[src/rtl/user_wb_slave_arbiter_if.sv]
// Bundles the management-side Wishbone slave port with the three downstream
// slave windows it is sequenced onto (shared adr/dat/sel pass straight through).
interface user_wb_slave_arbiter_if;
    logic        wbs_cyc_i;
    logic        wbs_stb_i;
    logic        wbs_we_i;
    logic [3:0]  wbs_sel_i;
    logic [31:0] wbs_adr_i;
    logic [31:0] wbs_dat_i;
    logic        wbs_ack_o;
    logic [31:0] wbs_dat_o;
    logic [2:0]  s_cyc_o;
    logic [2:0]  s_ack_i;
    logic [95:0] s_dat_i;

    modport slave (
        input  wbs_cyc_i, wbs_stb_i, wbs_we_i, wbs_sel_i, wbs_adr_i, wbs_dat_i,
        output wbs_ack_o, wbs_dat_o, s_cyc_o,
        input  s_ack_i, s_dat_i
    );

    modport master (
        output wbs_cyc_i, wbs_stb_i, wbs_we_i, wbs_sel_i, wbs_adr_i, wbs_dat_i,
        input  wbs_ack_o, wbs_dat_o, s_cyc_o,
        output s_ack_i, s_dat_i
    );
endinterface

[src/rtl/user_wb_slave_arbiter.sv]
// User-area Wishbone slave sequencer: decodes debug / GPIO-test / user windows,
// one downstream cyc per transfer. Define WB_TIMEOUT_EN to add the ack watchdog.
module user_wb_slave_arbiter #(
    parameter logic [31:0] S1_BASE        = 32'h3000_0000,
    parameter logic [31:0] S1_MASK        = 32'hFFFF_F000,
    parameter int          TIMEOUT_CYCLES = 16,
    parameter logic [31:0] TIMEOUT_DATA   = 32'hDEAD_BEEF
) (
    input  logic                           wb_clk_i,
    input  logic                           wb_rst_i,
    user_wb_slave_arbiter_if.slave         bus,
    output logic                           timeout_flag,
    output logic [7:0]                     timeout_cnt
);

    typedef enum logic [1:0] {IDLE, BUSY, DONE} state_t;

    state_t      state;
    logic [1:0]  sel_q;
    logic [1:0]  dec_idx;
    logic        sel_ack;
    logic [31:0] sel_dat;
    logic        to_fire;

    // Debug pair outranks the GPIO window, which outranks the user default.
    always_comb begin
        dec_idx = 2'd0;
        if (bus.wbs_adr_i[31:3] == 29'h601FFFF)
            dec_idx = 2'd2;
        else if ((bus.wbs_adr_i & S1_MASK) == (S1_BASE & S1_MASK))
            dec_idx = 2'd1;
    end

    assign sel_ack = bus.s_ack_i[sel_q];
    assign sel_dat = bus.s_dat_i[{sel_q, 5'd0} +: 32];

`ifdef WB_TIMEOUT_EN
    logic [7:0] wd_q;

    // A real ack in the expiry cycle takes precedence over the timeout.
    assign to_fire = (state == BUSY) && bus.wbs_cyc_i && !sel_ack &&
                     (wd_q == 8'(TIMEOUT_CYCLES - 1));

    always_ff @(posedge wb_clk_i) begin
        if (wb_rst_i) begin
            wd_q         <= 8'd0;
            timeout_flag <= 1'b0;
            timeout_cnt  <= 8'd0;
        end else begin
            wd_q <= (state == BUSY) ? wd_q + 8'd1 : 8'd0;
            if (to_fire) begin
                timeout_flag <= 1'b1;
                if (timeout_cnt != 8'hFF)
                    timeout_cnt <= timeout_cnt + 8'd1;
            end
        end
    end
`else
    assign to_fire      = 1'b0;
    assign timeout_flag = 1'b0;
    assign timeout_cnt  = 8'd0;
`endif

    always_ff @(posedge wb_clk_i) begin
        if (wb_rst_i) begin
            state         <= IDLE;
            sel_q         <= 2'd0;
            bus.s_cyc_o   <= 3'b000;
            bus.wbs_ack_o <= 1'b0;
            bus.wbs_dat_o <= 32'd0;
        end else begin
            bus.wbs_ack_o <= 1'b0;
            case (state)
                IDLE: begin
                    if (bus.wbs_cyc_i && bus.wbs_stb_i) begin
                        sel_q       <= dec_idx;
                        bus.s_cyc_o <= 3'b001 << dec_idx;
                        state       <= BUSY;
                    end
                end
                BUSY: begin
                    // Master abort beats a same-cycle slave ack.
                    if (!bus.wbs_cyc_i) begin
                        bus.s_cyc_o <= 3'b000;
                        state       <= IDLE;
                    end else if (sel_ack) begin
                        bus.wbs_dat_o <= sel_dat;
                        bus.wbs_ack_o <= 1'b1;
                        bus.s_cyc_o   <= 3'b000;
                        state         <= DONE;
                    end else if (to_fire) begin
                        bus.wbs_dat_o <= TIMEOUT_DATA;
                        bus.wbs_ack_o <= 1'b1;
                        bus.s_cyc_o   <= 3'b000;
                        state         <= DONE;
                    end
                end
                DONE:    state <= IDLE;
                default: state <= IDLE;
            endcase
        end
    end

endmodule

[src/flat_wrapper.sv]
// flat-port wrapper written by rule: the top's interface ports become plain ports
module user_wb_slave_arbiter_flat 
#(
    parameter logic [31:0] S1_BASE        = 32'h3000_0000,
    parameter logic [31:0] S1_MASK        = 32'hFFFF_F000,
    parameter int          TIMEOUT_CYCLES = 16,
    parameter logic [31:0] TIMEOUT_DATA   = 32'hDEAD_BEEF
)
  (wb_clk_i, wb_rst_i, timeout_flag, timeout_cnt, bus_wbs_cyc_i, bus_wbs_stb_i, bus_wbs_we_i, bus_wbs_sel_i, bus_wbs_adr_i, bus_wbs_dat_i, bus_wbs_ack_o, bus_wbs_dat_o, bus_s_cyc_o, bus_s_ack_i, bus_s_dat_i);
  user_wb_slave_arbiter_if bus_i ();
  input  logic wb_clk_i;
  input  logic wb_rst_i;
  output logic timeout_flag;
  output logic [7:0] timeout_cnt;
  input wire logic [$bits(bus_i.wbs_cyc_i)-1:0] bus_wbs_cyc_i;
  input wire logic [$bits(bus_i.wbs_stb_i)-1:0] bus_wbs_stb_i;
  input wire logic [$bits(bus_i.wbs_we_i)-1:0] bus_wbs_we_i;
  input wire logic [$bits(bus_i.wbs_sel_i)-1:0] bus_wbs_sel_i;
  input wire logic [$bits(bus_i.wbs_adr_i)-1:0] bus_wbs_adr_i;
  input wire logic [$bits(bus_i.wbs_dat_i)-1:0] bus_wbs_dat_i;
  output wire logic [$bits(bus_i.wbs_ack_o)-1:0] bus_wbs_ack_o;
  output wire logic [$bits(bus_i.wbs_dat_o)-1:0] bus_wbs_dat_o;
  output wire logic [$bits(bus_i.s_cyc_o)-1:0] bus_s_cyc_o;
  input wire logic [$bits(bus_i.s_ack_i)-1:0] bus_s_ack_i;
  input wire logic [$bits(bus_i.s_dat_i)-1:0] bus_s_dat_i;
  assign bus_i.wbs_cyc_i = bus_wbs_cyc_i;
  assign bus_i.wbs_stb_i = bus_wbs_stb_i;
  assign bus_i.wbs_we_i = bus_wbs_we_i;
  assign bus_i.wbs_sel_i = bus_wbs_sel_i;
  assign bus_i.wbs_adr_i = bus_wbs_adr_i;
  assign bus_i.wbs_dat_i = bus_wbs_dat_i;
  assign bus_wbs_ack_o = bus_i.wbs_ack_o;
  assign bus_wbs_dat_o = bus_i.wbs_dat_o;
  assign bus_s_cyc_o = bus_i.s_cyc_o;
  assign bus_i.s_ack_i = bus_s_ack_i;
  assign bus_i.s_dat_i = bus_s_dat_i;
  user_wb_slave_arbiter #(.S1_BASE(S1_BASE), .S1_MASK(S1_MASK), .TIMEOUT_CYCLES(TIMEOUT_CYCLES), .TIMEOUT_DATA(TIMEOUT_DATA)) u_core (.wb_clk_i(wb_clk_i), .wb_rst_i(wb_rst_i), .bus(bus_i), .timeout_flag(timeout_flag), .timeout_cnt(timeout_cnt));
endmodule
[config.mk]
export PLATFORM = sky130hd
export DESIGN_NAME = user_wb_slave_arbiter_flat
export DESIGN_NICKNAME = d
export VERILOG_FILES = /design/src/rtl/user_wb_slave_arbiter_if.sv /design/src/rtl/user_wb_slave_arbiter.sv /design/src/flat_wrapper.sv
export SDC_FILE = /design/constraint.sdc
export NUM_CORES = 1
export LEC_CHECK = 0
export BUFFER_PORTS_ARGS = -buffer_cell sky130_fd_sc_hd__buf_2
export CAP_MARGIN = 0
export CORE_AREA = 2 2 83 85
export DETAILED_ROUTE_END_ITERATION = 7
export DIE_AREA = 0 0 85 87
export PLACE_DENSITY = 0.81
export SLEW_MARGIN = 20
export SYNTH_ARGS = -nofsm -noshare
export SYNTH_HDL_FRONTEND = slang
export SYNTH_SLANG_ARGS = --single-unit
[constraint.sdc]
create_clock -name wb_clk_i -period 2.3 [get_ports wb_clk_i]
set_input_delay 0 -clock wb_clk_i [delete_from_list [all_inputs] [get_ports wb_clk_i]]
set_output_delay 0 -clock wb_clk_i [all_outputs]
set_load 0.01 [all_outputs]
# Word-level counts from Yosys, hierarchy flattened
# Index checks and enable logic that the tools add are counted.
# totals
reg_bits	40
# classes
magnitude_cmp	1
n_eq_ne	5
shifts	2
muxes	13
bitwise_logic	2
reduce_logical	8
# op_table
cell	count
$shiftx A96 B8 Y32	1
$eq A29 B27 Y1 const B	1
$eq A20 B18 Y1 const B	1
$mux W3	3
$mux W2	4
$pmux W3 S2	1
$reduce_and A3 Y1	2
$pmux W2 S2	1
$reduce_and A2 Y1	2
$lt A2 B3 Y1 const B	1
$mux W1	3
$ne A3 B2 Y1 const B	1
$reduce_or A3 Y1	1
$shl A1 B2 Y3 const A	1
$bmux W1 S2	1
$eq A2 B1 Y1 const B	1
$logic_not A2 Y1	1
$ne A2 B1 Y1 const B	1
$not A1 Y1	2
$reduce_bool A2 Y1	1
$logic_and A1 B1 Y1	1

# Logic depth before layout (Yosys ltp)
# logic_depth
word_depth	6
depth_mapped	7

# Worst setup path before layout
# OpenSTA, ideal clock, no wires.
# synth_path
path_kind	reg-to-reg
from	register u_core.sel_q[0]
to	register u_core.bus.wbs_dat_o[0]
setup_time_ns	0.146
arrival_time_ns	1.394
slack_ns	0.760
path_stages_with_launch	7
n_path_buf	2
period_less_slack_ns	1.540
cell_sequence	dfxtp_1 buf_6 mux2_4 a22o_2 buf_2 a21oi_1 a211oi_2
# synth_via
elab_chain_cells	3
word_cells_on_any_way	4
classes_between	1 x shift; 2 x mux; 1 x reduce/logical
# synth_rtl
item	line_no	source
start: declaration	user_wb_slave_arbiter.sv:19	logic [1:0] sel_q;
start signal: assignment	user_wb_slave_arbiter.sv:76	sel_q <= dec_idx;
branches (longest 3 deep; another with $shiftx A96 B8 Y32)	-	
end signal: assignment	user_wb_slave_arbiter.sv:87	bus.wbs_dat_o <= sel_dat;
end: declaration	user_wb_slave_arbiter_if.sv:18	output wbs_ack_o, wbs_dat_o, s_cyc_o,
# Parallel ways; which one is timed is not known. The select of a mux whose other input is x is not followed.
# A chain may end at the register's enable or synchronous reset.

# Worst setup path after layout
# layout_path
from	register u_core.sel_q[0]
to	register u_core.bus.wbs_dat_o[15]
# Same word-level chain as after synthesis.

==> impl_metrics.ini <==
[yosys]
yosysUniqueCellTypes = 30
synth_top_area_frac = 0.325
synth_edf_count = 0
synth_most_common_cell = a21oi_1
synth_top_area_cell = dfxtp_1
yosys-top-cells-count = 70 x a21oi_1, 40 x dfxtp_1, 38 x nor2_1, 32 x mux2i_1, 30 x a211oi_2
yosys-top-cells-area = dfxtp_1 32%, a211oi_2 15%, a21oi_1 14%, mux2i_1 13%, nor2_1 5.8%
async_flop_share = 0
syn_inst = 284
synth_fa_ha_area_frac = 0
synthFlopType = dfxtp_1
synthXorXnorAreaFrac = 0
yosys.area_share.simple = 0.125
syn_avg_cell_area_um2 = 8.68
yosysWarningCount = 0
synth_top_family_by_area = compound AO/OA/AOI/OAI gates
muxShareOfSynthArea = 0.136
synth_compound_area_frac = 0.328
synth_seq_cells = 40
synth.yosys.seq_area_share = 0.325
syn_area_mm2 = 0.00247

[placed_design]
place_hpwl_mm = 5.55
place.gp.congestion = 0.759
place_area_mm2 = 0.00331
portBuffers = 167

[drt]
drcViolationCount = 0
wire_per_inst_um = 13.7
vias = 2693
firstDrtPassIters = 4
first_iter_violations = 86
wirelength_mm = 7.10
ant_nets = 0
vias_per_cell = 5.19

[worst_setup_path]
cp.arrival_ns = 2.24
critPathKind = flop to flop
crit_path_cell_trace = mux2_4, a22oi_4, nor3_4, buf_4, a211oi_2
path_max_fanout = 18
start_kind = flop
cp_num_buf_inv = 1
cp_data_required_time_ns = 2.42
slowest_delay_ns = 0.72
r2r_cells = 5
slowest_stage = nor3_4
end_kind = flop
cp.depth = 5
path_delay_family = simple AND/OR/NAND/NOR gates

[floorplan]
die_h_um = 87
initial_core_util = 0.375
rows = 30
io_pins = 217
die_w_um = 85
die_area_mm2 = 0.00740
core-area_mm2 = 0.00657

[cts]
clock_latency_ns = 0.28
cts_made_buffers = 5
cts-root-buf = clkbuf_8
clk_pin_slew_ns = 0.07
cts_tree = done
ctsHoldBuffers = 0
cts_resized = 0
clock-sinks = 40
htreeDepth = 2
cts_setup_buffers = 0
cts.path.max_buffers = 2

[timing]
relSlewSlack = 0.420
rsz0062_at_grt = false
setup_tns_ns = 0
worstMarginPinSlew_ns = 0.867
fin_crit_sh = 0.918
timing.hold.ws_ns = 0.0500
finalCriticalPeriod_ns = 2.11
setup_violations = 0
drv_slew = 0
hold_viol_final = 0
max_freq_mhz = 474
fin_skew_ns = 0.00300

[min_path]
hold_path_class = input port to flop
hold_depth = 3

[global_routing]
grt_overflow = 0
grt_start_max_net_pins = 35
grt.total_usage = 0.180
grt_pass1_vias = 2574
grt_pass1_wl_mm = 10.9
antenna_found_initial = 0

[flow_run]
drv_cap = 0

[cells_and_area]
layout.nets = 613
drive_gt1_frac = 0.499
antenna-diode-count = 0
final_area_mm2 = 0.00338
area_delta_synth_final_pct = 37.1

[pwr]
p_leak_uw = 0.00150
power.density_mw_per_mm2 = 414
peakVddDrop_v = 0.000205

[run_status]
status = finished, final reports clean
==> layer usage <==
metal	GRT usage	share of wire	up-vias	routed length (um)
met3	0.0436	0.092	12	651
met2	0.341	0.50	141	3520
met1	0.196	0.40	1206	2840
met5	0	0	-	0
met4	0.0577	0.013	0	89
li1	-	-	1334	-
==> cells in the final DEF (no fill, tap or decap), drive strengths merged <==
cell,netlist,layout
nor2,38,38
mux2,1,1
nor2b,2,2
a221oi,1,1
buf,24,176
nor4,3,3
or2,1,1
nand3,3,3
nor3,3,3
a211o,1,1
a211oi,32,32
mux2i,32,32
nand2,4,4
dfxtp,40,40
clkbuf,10,5
and3,2,2
a21oi,70,70
a22o,1,1
o21ai,4,4
nand4bb,1,1
a22oi,1,1
inv,1,1
conb,1,9
nand4,4,4
or4,4,4
==> cell type report <==
type | count | area [um2]
clock buffers | 5 | 68.8
fillers | 627 | 3190
inverters | 1 | 3.75
multi-input cells | 217 | 1500
flip-flops and latches | 40 | 802
well taps | 80 | 100
repair buffers | 176 | 903
==> state kept, by name, summed over array words and instances, names as in the netlist <==
signal                count
u_core.bus.wbs_dat_o     32
u_core.state              2
u_core.bus.s_cyc_o        3
u_core.bus.wbs_ack_o      1
u_core.sel_q              2
==> final timing paths <==
check	startpoint	endpoint	slack [ns]
max	u_core.sel_q[0]	u_core.bus.wbs_dat_o[15]	0.19
min	bus_s_dat_i[77]	u_core.bus.wbs_dat_o[13]	0.05
max reg2reg	u_core.sel_q[0]	u_core.bus.wbs_dat_o[15]	0.19
min reg2reg	u_core.bus.s_cyc_o[2]	u_core.bus.s_cyc_o[2]	0.48
==> worst register-to-register path, delay by kind of cell (launching register included) <==
kind,cells,cell delay [ns]
simple gates,1,0.72
buf+inv,1,0.43
compound gates,2,0.23
flops,1,0.39
mux,1,0.20
==> report_power, final <==
| part | switching [uW] | total [uW] | internal [uW] | leakage [uW] |
|---|---|---|---|---|
| Sequential | 7.89 | 716 | 708 | 0.000324 |
| Combinational | 140 | 279 | 140 | 0.00114 |
| Clock | 210 | 406 | 195 | 0.0000359 |
==> metrics by stage <==
step | utilization | power [uW] | std cells | worst slack [ns]
after floorplan | - | 875 | 292 | 0.760
after global placement | 0.504 | 1000 | 514 | 0.240
final | 0.515 | 1400 | 519 | 0.189
after CTS | 0.515 | 1430 | 519 | 0.185
after detailed placement | 0.504 | 1010 | 514 | 0.200
after global routing | 0.515 | 1480 | 519 | 0.0239
==> cells by family after synthesis <==
family	after synthesis
flops	40
compound gates	110
simple gates	65
mux	33
buf+inv	35
other cells	1
(Power assumes the default switching activity.)
